===== config.mk =====
export PLATFORM = sky130hd
export DESIGN_NAME = control_sequencer_flat
export DESIGN_NICKNAME = d
export VERILOG_FILES = /design/src/rtl/nsc8_ctrl_pkg.sv /design/src/rtl/control_sequencer_if.sv /design/src/rtl/step_counter.sv /design/src/rtl/control_sequencer.sv /design/src/flat_wrapper.sv
export SDC_FILE = /design/constraint.sdc
export NUM_CORES = 1
export LEC_CHECK = 0
export CAP_MARGIN = 25
export CELL_PAD_IN_SITES_DETAIL_PLACEMENT = 1
export CELL_PAD_IN_SITES_GLOBAL_PLACEMENT = 1
export CORE_MARGIN = 3
export CORE_UTILIZATION = 24
export DETAILED_ROUTE_END_ITERATION = 7
export MAX_ROUTING_LAYER = met4
export PLACE_DENSITY = 0.85
export SYNTH_ARGS = -nofsm -noshare
export SYNTH_HDL_FRONTEND = slang
export SYNTH_HIERARCHICAL = 1
export SYNTH_SLANG_ARGS = --single-unit

===== constraint.sdc =====
create_clock -name clk -period 1.9 [get_ports clk]
set_input_delay 0.38 -clock clk [delete_from_list [all_inputs] [get_ports clk]]
set_output_delay 0.38 -clock clk [all_outputs]
set_load 0.005 [all_outputs]

===== src/rtl/nsc8_ctrl_pkg.sv =====
// Shared constants for the NSC-8 control sequencer: control-word bit
// indices, opcode encodings, T-state encodings and prebuilt control words.
package nsc8_ctrl_pkg;

  localparam int CTRL_W = 16;

  // Control word bit indices
  localparam int CTRL_HLT      = 15;
  localparam int CTRL_MAR_IN   = 14;
  localparam int CTRL_RAM_IN   = 13;
  localparam int CTRL_RAM_OUT  = 12;
  localparam int CTRL_IR_OUT   = 11;
  localparam int CTRL_IR_IN    = 10;
  localparam int CTRL_A_IN     = 9;
  localparam int CTRL_A_OUT    = 8;
  localparam int CTRL_ALU_OUT  = 7;
  localparam int CTRL_SUB      = 6;
  localparam int CTRL_B_IN     = 5;
  localparam int CTRL_OUT_IN   = 4;
  localparam int CTRL_PC_EN    = 3;
  localparam int CTRL_PC_OUT   = 2;
  localparam int CTRL_JUMP     = 1;
  localparam int CTRL_FLAGS_IN = 0;

  // Opcode encodings (upper nibble of the instruction register)
  localparam int OP_W = 4;
  localparam logic [OP_W-1:0] OP_NOP = 4'h0;
  localparam logic [OP_W-1:0] OP_LDA = 4'h1;
  localparam logic [OP_W-1:0] OP_ADD = 4'h2;
  localparam logic [OP_W-1:0] OP_SUB = 4'h3;
  localparam logic [OP_W-1:0] OP_STA = 4'h4;
  localparam logic [OP_W-1:0] OP_LDI = 4'h5;
  localparam logic [OP_W-1:0] OP_JMP = 4'h6;
  localparam logic [OP_W-1:0] OP_JC  = 4'h7;
  localparam logic [OP_W-1:0] OP_JZ  = 4'h8;
  localparam logic [OP_W-1:0] OP_OUT = 4'hE;
  localparam logic [OP_W-1:0] OP_HLT = 4'hF;

  // T-state encodings
  localparam int STEP_COUNT = 5;
  localparam int STEP_W     = 3;
  localparam logic [STEP_W-1:0] T0 = 3'd0;
  localparam logic [STEP_W-1:0] T1 = 3'd1;
  localparam logic [STEP_W-1:0] T2 = 3'd2;
  localparam logic [STEP_W-1:0] T3 = 3'd3;
  localparam logic [STEP_W-1:0] T4 = 3'd4;

  // One-hot helper for building control words from bit indices
  function automatic logic [CTRL_W-1:0] cbit(input int idx);
    logic [CTRL_W-1:0] w;
    w = '0;
    w[idx] = 1'b1;
    return w;
  endfunction

  localparam logic [CTRL_W-1:0] C_FETCH0 = cbit(CTRL_PC_OUT) | cbit(CTRL_MAR_IN);
  localparam logic [CTRL_W-1:0] C_FETCH1 = cbit(CTRL_RAM_OUT) | cbit(CTRL_IR_IN) | cbit(CTRL_PC_EN);
  localparam logic [CTRL_W-1:0] C_ADDR   = cbit(CTRL_IR_OUT) | cbit(CTRL_MAR_IN);
  localparam logic [CTRL_W-1:0] C_LDA3   = cbit(CTRL_RAM_OUT) | cbit(CTRL_A_IN);
  localparam logic [CTRL_W-1:0] C_LDB3   = cbit(CTRL_RAM_OUT) | cbit(CTRL_B_IN);
  localparam logic [CTRL_W-1:0] C_ALU4   = cbit(CTRL_ALU_OUT) | cbit(CTRL_A_IN) | cbit(CTRL_FLAGS_IN);
  localparam logic [CTRL_W-1:0] C_STA3   = cbit(CTRL_A_OUT) | cbit(CTRL_RAM_IN);
  localparam logic [CTRL_W-1:0] C_LDI2   = cbit(CTRL_IR_OUT) | cbit(CTRL_A_IN);
  localparam logic [CTRL_W-1:0] C_JMP2   = cbit(CTRL_IR_OUT) | cbit(CTRL_JUMP);
  localparam logic [CTRL_W-1:0] C_OUT2   = cbit(CTRL_A_OUT) | cbit(CTRL_OUT_IN);
  localparam logic [CTRL_W-1:0] C_HLT    = cbit(CTRL_HLT);

endpackage


===== src/rtl/control_sequencer_if.sv =====
// Controller-facing bundle: opcode and flags in, control word and
// T-state/halt status out. There is no valid/ready handshake: the opcode
// is qualified purely by the T-state (meaningful only in T2..T4) and the
// control word is valid combinationally for the whole of each step.
interface control_sequencer_if #(parameter int N = 8);
  logic [N/2-1:0] opcode;
  logic           carry_flag;
  logic           zero_flag;
  logic [15:0]    ctrl;
  logic [2:0]     step;
  logic           halted;

  // Datapath side: presents opcode/flags, consumes strobes
  modport master (
    output opcode, carry_flag, zero_flag,
    input  ctrl, step, halted
  );

  // Sequencer side
  modport slave (
    input  opcode, carry_flag, zero_flag,
    output ctrl, step, halted
  );
endinterface


===== src/rtl/step_counter.sv =====
// Mod-5 T-state counter (0..4) with async active-low clear and a hold
// input that freezes the count while the CPU is halting/halted.
module step_counter
  import nsc8_ctrl_pkg::*;
(
  input  logic              clk,
  input  logic              clear_n,
  input  logic              hold,
  output logic [STEP_W-1:0] step_o
);

  logic [STEP_W-1:0] step_q;
  logic [STEP_W-1:0] step_d;

  // Next step: hold, wrap after T4, otherwise increment
  always_comb begin
    step_d = step_q;
    if (!hold) begin
      if (step_q == T4) step_d = T0;
      else              step_d = step_q + 3'd1;
    end
  end

  // Step register
  always_ff @(posedge clk or negedge clear_n) begin
    if (!clear_n) step_q <= T0;
    else          step_q <= step_d;
  end

  assign step_o = step_q;

endmodule


===== src/rtl/control_sequencer.sv =====
// NSC-8 microcoded control sequencer: decodes (opcode, T-state, flags)
// into the 16-bit datapath control word and latches HLT.
// Optional feature macro: NSC8_COND_JUMP_EN enables JC/JZ; when undefined
// those opcodes decode as NOP and the flag inputs are ignored.
module control_sequencer
  import nsc8_ctrl_pkg::*;
(
  input  logic                clk,
  input  logic                clear_n,
  control_sequencer_if.slave  bus
);

  logic [STEP_W-1:0] step_w;
  logic              halted_q;
  logic              halted_d;
  logic              halt_fire;
  logic [CTRL_W-1:0] ctrl_w;

  // HLT takes effect on the edge that ends its T2; from then on the step
  // counter is frozen at T2 until clear_n.
  assign halt_fire = (step_w == T2) && (bus.opcode == OP_HLT) && !halted_q;
  assign halted_d  = halted_q | halt_fire;

  step_counter u_step (
    .clk     (clk),
    .clear_n (clear_n),
    .hold    (halt_fire | halted_q),
    .step_o  (step_w)
  );

  // Halt latch
  always_ff @(posedge clk or negedge clear_n) begin
    if (!clear_n) halted_q <= 1'b0;
    else          halted_q <= halted_d;
  end

`ifndef NSC8_COND_JUMP_EN
  logic unused_flags;
  assign unused_flags = bus.carry_flag ^ bus.zero_flag;
`endif

  // Microcode decode; fetch steps ignore the opcode entirely
  always_comb begin
    ctrl_w = '0;
    if (halted_q) begin
      ctrl_w = C_HLT;
    end else begin
      case (step_w)
        T0: ctrl_w = C_FETCH0;
        T1: ctrl_w = C_FETCH1;
        default: begin
          case (bus.opcode)
            OP_LDA: begin
              if (step_w == T2) ctrl_w = C_ADDR;
              if (step_w == T3) ctrl_w = C_LDA3;
            end
            OP_ADD, OP_SUB: begin
              if (step_w == T2) ctrl_w = C_ADDR;
              if (step_w == T3) ctrl_w = C_LDB3;
              if (step_w == T4) ctrl_w = C_ALU4 | ((bus.opcode == OP_SUB) ? cbit(CTRL_SUB) : '0);
            end
            OP_STA: begin
              if (step_w == T2) ctrl_w = C_ADDR;
              if (step_w == T3) ctrl_w = C_STA3;
            end
            OP_LDI: if (step_w == T2) ctrl_w = C_LDI2;
            OP_JMP: if (step_w == T2) ctrl_w = C_JMP2;
`ifdef NSC8_COND_JUMP_EN
            OP_JC: if (step_w == T2) ctrl_w = bus.carry_flag ? C_JMP2 : cbit(CTRL_IR_OUT);
            OP_JZ: if (step_w == T2) ctrl_w = bus.zero_flag  ? C_JMP2 : cbit(CTRL_IR_OUT);
`endif
            OP_OUT: if (step_w == T2) ctrl_w = C_OUT2;
            OP_HLT: if (step_w == T2) ctrl_w = C_HLT;
            default: ctrl_w = '0;
          endcase
        end
      endcase
    end
  end

  assign bus.ctrl   = ctrl_w;
  assign bus.step   = step_w;
  assign bus.halted = halted_q;

endmodule


===== src/flat_wrapper.sv =====
// flat-port wrapper written by rule: the top's interface ports become plain ports
module control_sequencer_flat import nsc8_ctrl_pkg::*;
  (clk, clear_n, bus_opcode, bus_carry_flag, bus_zero_flag, bus_ctrl, bus_step, bus_halted);
  control_sequencer_if #(.N(8)) bus_i ();
  input  logic clk;
  input  logic clear_n;
  input wire logic [$bits(bus_i.opcode)-1:0] bus_opcode;
  input wire logic [$bits(bus_i.carry_flag)-1:0] bus_carry_flag;
  input wire logic [$bits(bus_i.zero_flag)-1:0] bus_zero_flag;
  output wire logic [$bits(bus_i.ctrl)-1:0] bus_ctrl;
  output wire logic [$bits(bus_i.step)-1:0] bus_step;
  output wire logic [$bits(bus_i.halted)-1:0] bus_halted;
  assign bus_i.opcode = bus_opcode;
  assign bus_i.carry_flag = bus_carry_flag;
  assign bus_i.zero_flag = bus_zero_flag;
  assign bus_ctrl = bus_i.ctrl;
  assign bus_step = bus_i.step;
  assign bus_halted = bus_i.halted;
  control_sequencer u_core (.clk(clk), .clear_n(clear_n), .bus(bus_i));
endmodule

==> flow_summary.json, run 1 <==
{
  "power.switching_uw": 567.4,
  "grt-ovfl-total": 0,
  "startpoint_type": "flip-flop",
  "cts_tree": "built",
  "grt_usage": 0.1742,
  "internal_power_uw": 757.3,
  "worst_ep_required_time_ps": 1520,
  "worstSetupEndpointType": "output pin",
  "r2r_setup_slack_ps": 0,
  "leakage_uw": 0.0004555,
  "fmax_ghz": 0.4852,
  "insertion_delay_ps": 240,
  "cpMaxStageDelayCell": "or4_4",
  "cts_hold_repair.buffers": 0,
  "start_util": 0.2653,
  "path_depth": 4,
  "r2r_cells": 7,
  "cts-root-buf": "clkbuf_4",
  "clkSinkCount": 4,
  "synthTopCellsByArea": "dfrtp_1, nor2_1, ha_1, buf_4, nand3b_1",
  "routabilityCongestion": 0.8529,
  "num_rows": 15,
  "maxCapViolCount": 0,
  "grt_setup_unrepaired": "yes",
  "ys_seq_elements": 4,
  "crit_family": "simple AND/OR/NAND/NOR gates",
  "layout_common_cells": "buf_4, buf_2, nor2_1",
  "r2r-start": "u_core/u_step/step_o[2]",
  "worst-slew-pin-transition_ps": 235.2,
  "combinationalPowerShare": 0.766,
  "relSlewSlack": 0.8415,
  "yosysSeqAreaShare": 0.2094,
  "drive_above_1_share": 0.6818,
  "vias": 675,
  "skew_ps": 5.296,
  "holdCritPathClass": "in2async",
  "post_dp_cell_area_um2": 858.3,
  "numCtsBuffers": 3,
  "die_h_um": 50.63,
  "yosysWarnings": 6,
  "via_per_inst": 5.000,
  "crit_fanout": 5,
  "place_inst": 127,
  "syn-cell-area_um2": 478.0,
  "postSynthNetCount": 75,
  "initialDrtViolationCount": 4,
  "setup_viol": 8,
  "p_per_area_mw_per_mm2": 1333,
  "synth_area_leader_cell": "dfrtp_1",
  "fill_cells": 230,
  "worst_slack_ps": -161.1,
  "ant_nets": 0,
  "dr.pass1.iters": 3,
  "fin_cells": 135,
  "ioPinCount": 28,
  "synth_top_area_share": 0.2094,
  "final-hold-violation-count": 0,
  "fin_nets": 122,
  "slowest_delay_ps": 430,
  "wl_per_cell_um": 15.87,
  "grt_pass1_wl_um": 3270,
  "antenna_found_initial": 0,
  "final_area_um2": 993.5,
  "syn_to_final_growth_pct": 107.9,
  "violations": "setup timing",
  "dp_slack_ps": -898.4,
  "ir_worst_vdd_uv": 742.9,
  "path_cells": "nand3b_1, or4_4, a311oi_2, buf_2",
  "synthDistinctLibCells": 31,
  "io_buffers": 25,
  "path_buf_inv": 1,
  "status": "complete, but fails checks",
  "dp.final_hpwl_um": 1430,
  "die_x_um": 50.63,
  "cts_buffer_depth": 2,
  "r2r_end": "u_core/u_step/step_o[2]",
  "timing.final.crit_share": 1.085,
  "swShare": 0.4283,
  "core_mm2": 0.001802,
  "syn_inst": 65,
  "drv_slew": 0,
  "grt_pass1_vias": 749,
  "cts_max_level": 1,
  "grt_max_degree": 9,
  "wirelength_um": 2143,
  "layout_min_cycle_time_ps": 2061,
  "diodes": 0,
  "worst-setup-path-type": "reg2out",
  "layout_commonest_cell": "buf_4",
  "pwr-share-seq": 0.153,
  "crit_arrival_ps": 1680,
  "clkTransAtPathRegs_ps": 40,
  "pwr-share-clk": 0.081,
  "drc": 0,
  "crit_path_start": "u_core/u_step/step_o[2]",
  "syn_avg_cell_area_um2": 7.353,
  "die_area_mm2": 0.002563
}
-- synthesized netlist by cell type, drive strengths merged --
master,number
a22oi,1
a311oi,1
nor2,9
a21o,1
a2111oi,1
nor4b,1
a21oi,1
a21bo,1
nand2,4
clkbuf,2
inv,3
nor2b,1
or3,4
buf,6
o21ai,4
a211oi,1
nand4b,1
o21bai,3
nor3b,1
nand3b,3
or4,1
nor3,3
nand3,2
dfrtp,4
a22o,1
ha,2
nor4,3
-- worst max path at each step --
stage	to	slack, ps
floorplan	bus_ctrl[9]	120
global placement	bus_ctrl[9]	-820
detailed placement	bus_ctrl[9]	-900
CTS	bus_ctrl[9]	-170
global route	bus_ctrl[4]	-240
finish	bus_ctrl[9]	-160
-- registers in the layout (all words and copies together) (netlist names) --
signal                cells
u_core/bus.halted         1
u_core/u_step/step_o      3
-- repair_timing --
item / in CTS / in global routing
resized for setup: 82 / 33
setup buffers: 3 / 2
setup endpoints to repair: 18 / 17
pin swaps: 9 / 10
-- area by class of cell --
class	count	area, um2	area share
Timing Repair Buffer	50	365.4	0.3678
Inverter	3	13.76	0.01385
Sequential cell	4	102.6	0.1033
Multi-Input combinational cell	50	457.9	0.4610
Clock buffer	3	22.52	0.02267
Tap cell	25	31.28	0.03149
-- worst reg2reg max path, delay by kind of cell, from the launching register on --
kind,cells,cell delay (ps)
buffers and inverters,2,340
flip-flops,1,420
AND/OR/NAND/NOR,2,580
AO/OA/AOI/OAI,3,490
-- metrics by stage --
stage                     power, uW  hold slack [ps]    util  setup TNS [ps]
after floorplan               540.8            84.41       -               0
after global placement        987.2            587.1  0.4764           -8459
after detailed placement       1022            593.9  0.4764           -9290
after CTS                      1215            328.3  0.5236          -906.1
after global routing           1436            341.8  0.5514           -1618
final                          1325            337.6  0.5514          -695.4
-- logic make-up after synthesis --
| group | count (synthesis) | synth area share |
|---|---|---|
| AND/OR/NAND/NOR | 33 | 0.3770 |
| AO/OA/AOI/OAI | 15 | 0.2251 |
| buffers and inverters | 11 | 0.1361 |
| flip-flops | 4 | 0.2094 |
| adder cells (fa/ha/maj) | 2 | 0.05235 |
-- per-layer routing --
layer	wire length, um	vias up	global-route usage
met2	1177	20	0.3065
met1	859	329	0.1825
met4	27	0	0.1211
li1	-	324	-
met3	78	2	0.01484
met5	0	-	-
-- power by group through the flow --
stage / Clock (uW) / Sequential [uW] / Combinational, uW
after floorplan: 0 / 183 / 358
after global placement: 0 / 176 / 811
after detailed placement: 0 / 181 / 842
after CTS: 116 / 190 / 909
after global routing: 121 / 211 / 1100
final: 107 / 203 / 1010
(Power assumes the default switching activity.)
==> run 2: changes to the inputs <==
--- a/config.mk
+++ b/config.mk
@@ -9,10 +9,11 @@
 export CELL_PAD_IN_SITES_DETAIL_PLACEMENT = 1
 export CELL_PAD_IN_SITES_GLOBAL_PLACEMENT = 1
 export CORE_MARGIN = 3
-export CORE_UTILIZATION = 24
+export CORE_UTILIZATION = 25
+export CTS_BUF_LIST = sky130_fd_sc_hd__clkbuf_4 sky130_fd_sc_hd__clkbuf_8
 export DETAILED_ROUTE_END_ITERATION = 7
 export MAX_ROUTING_LAYER = met4
-export PLACE_DENSITY = 0.85
+export PLACE_DENSITY = 0.87
 export SYNTH_ARGS = -nofsm -noshare
 export SYNTH_HDL_FRONTEND = slang
 export SYNTH_HIERARCHICAL = 1
==> flow_summary.json, run 2 (synthesis results as in run 1) <==
{
  "leakage_uw": 0.0004345,
  "grt_usage": 0.1868,
  "fmax_ghz": 0.4814,
  "core_mm2": 0.001764,
  "crit_fanout": 4,
  "antenna_found_initial": 0,
  "worst-setup-path-type": "reg2out",
  "wl_per_cell_um": 17.37,
  "dp.final_hpwl_um": 1508,
  "io_buffers": 25,
  "crit_family": "simple AND/OR/NAND/NOR gates",
  "grt_pass1_wl_um": 3360,
  "clkTransAtPathRegs_ps": 50,
  "diodes": 0,
  "layout_common_cells": "buf_4, buf_2, nor2_1",
  "ioPinCount": 28,
  "cts_max_level": 1,
  "routabilityCongestion": 0.8669,
  "path_buf_inv": 1,
  "maxCapViolCount": 0,
  "layout_min_cycle_time_ps": 2077,
  "timing.final.crit_share": 1.093,
  "via_per_inst": 5.136,
  "cts_buffer_depth": 2,
  "num_rows": 15,
  "dr.pass1.iters": 2,
  "startpoint_type": "flip-flop",
  "start_util": 0.2709,
  "numCtsBuffers": 3,
  "fin_nets": 119,
  "grt_max_degree": 12,
  "grt-ovfl-total": 0,
  "die_h_um": 49.73,
  "ant_nets": 0,
  "worst_slack_ps": -177.4,
  "cts_tree": "built",
  "insertion_delay_ps": 240,
  "cpMaxStageDelayCell": "or4_4",
  "worst-slew-pin-transition_ps": 255.5,
  "fin_setup_tns_ps": -733.3,
  "initialDrtViolationCount": 4,
  "ir_worst_vdd_uv": 783.4,
  "regArea_um2": 102.6,
  "violations": "setup timing",
  "grt_setup_unrepaired": "yes",
  "skew_ps": 11.56,
  "worst_ep_required_time_ps": 1520,
  "drive_above_1_share": 0.6729,
  "fill_cells": 230,
  "multi_input_area_um2": 450.4,
  "p_per_area_mw_per_mm2": 1381,
  "fin_cells": 132,
  "die_area_mm2": 0.002473,
  "vias": 678,
  "cts_hold_repair.buffers": 0,
  "layout_commonest_cell": "buf_4",
  "crit_arrival_ps": 1700,
  "drc": 0,
  "grt_pass1_vias": 720,
  "place_inst": 125,
  "drv_slew": 0,
  "setup_viol": 9,
  "largest_reg_flops": 3,
  "worstSetupEndpointType": "output pin",
  "status": "complete, but fails checks",
  "die_x_um": 49.73,
  "holdWs_ps": 335.1,
  "final-hold-violation-count": 0,
  "utilization": 0.5447,
  "cts-root-buf": "clkbuf_4",
  "slowest_delay_ps": 440,
  "relSlewSlack": 0.8279,
  "holdCritPathClass": "in2async",
  "syn_to_final_growth_pct": 101.0,
  "wirelength_um": 2293,
  "clkSinkCount": 4,
  "path_cells": "nand3b_1, or4_4, a311oi_2, buf_2"
}
run 2: changes by cell type in the layout (fill, tap and decap cells not counted), moves of 2 or more:
cell / previous run / this run
nor2_2: 1 / 3
buf_4: 21 / 17
clkbuf_2: 2 / 4
nor2_4: 2 / 0
run 2: routing by layer:
| layer | up-vias | routed length (um) | GRT usage |
|---|---|---|---|
| met1 | 327 | 838 | 0.1593 |
| met5 | - | 0 | - |
| met2 | 25 | 1273 | 0.3700 |
| met3 | 6 | 93 | 0.04230 |
| met4 | 0 | 87 | 0.09217 |
| li1 | 320 | - | - |
run 2: cell type report:
type	instances	area share
inverters	3	0.01432
flip-flops and latches	4	0.1068
clock buffers	3	0.02344
well taps	25	0.03255
multi-input cells	50	0.4687
repair buffers	47	0.3542
run 2: final timing paths:
kind / from / to / slack, ps / cells after the start
max in group asynchronous: clear_n / u_core/u_step/step_o[0] / 1380 / 1
worst max-delay path: u_core/u_step/step_o[2] / bus_ctrl[9] / -180 / 4
worst min register to register: u_core/u_step/step_o[0] / u_core/u_step/step_o[0] / 750 / 2
worst min-delay path: clear_n / u_core/bus.halted / 340 / 1
min in group clk: u_core/u_step/step_o[0] / u_core/u_step/step_o[0] / 750 / 2
worst max register to register: u_core/u_step/step_o[2] / u_core/u_step/step_o[0] / 240 / 6
run 2: worst reg2reg max path, delay by kind of cell (launching register included):
kind                   cells  cell delay (ps)
AND/OR/NAND/NOR            2              620
buffers and inverters      1              160
AO/OA/AOI/OAI              3              390
flip-flops                 1              400
run 2: per-stage QoR:
stage	setup WS [ps]	total power [uW]	cell area, um2
6_report	-177.4	1327	960.9
5_1_grt	-275.8	1430	960.9
2_1_floorplan	118.9	540.8	478.0
3_3_place_gp	-832.9	965.5	843.3
3_5_place_dp	-912.0	1010	843.3
4_1_cts	-185.4	1178	922.1
run 2: report_power, final:
group	total, uW	switching [uW]	internal [uW]
Combinational	1020	477	540
Clock	112	41.2	71.1
Sequential	197	64.2	133
Total	1330	582	744
run 2: repair_timing:
action	in CTS	in global routing
cloned	0	0
setup endpoints to repair	16	16
setup buffers	1	3
pin swaps	8	8
gates resized for setup	76	35
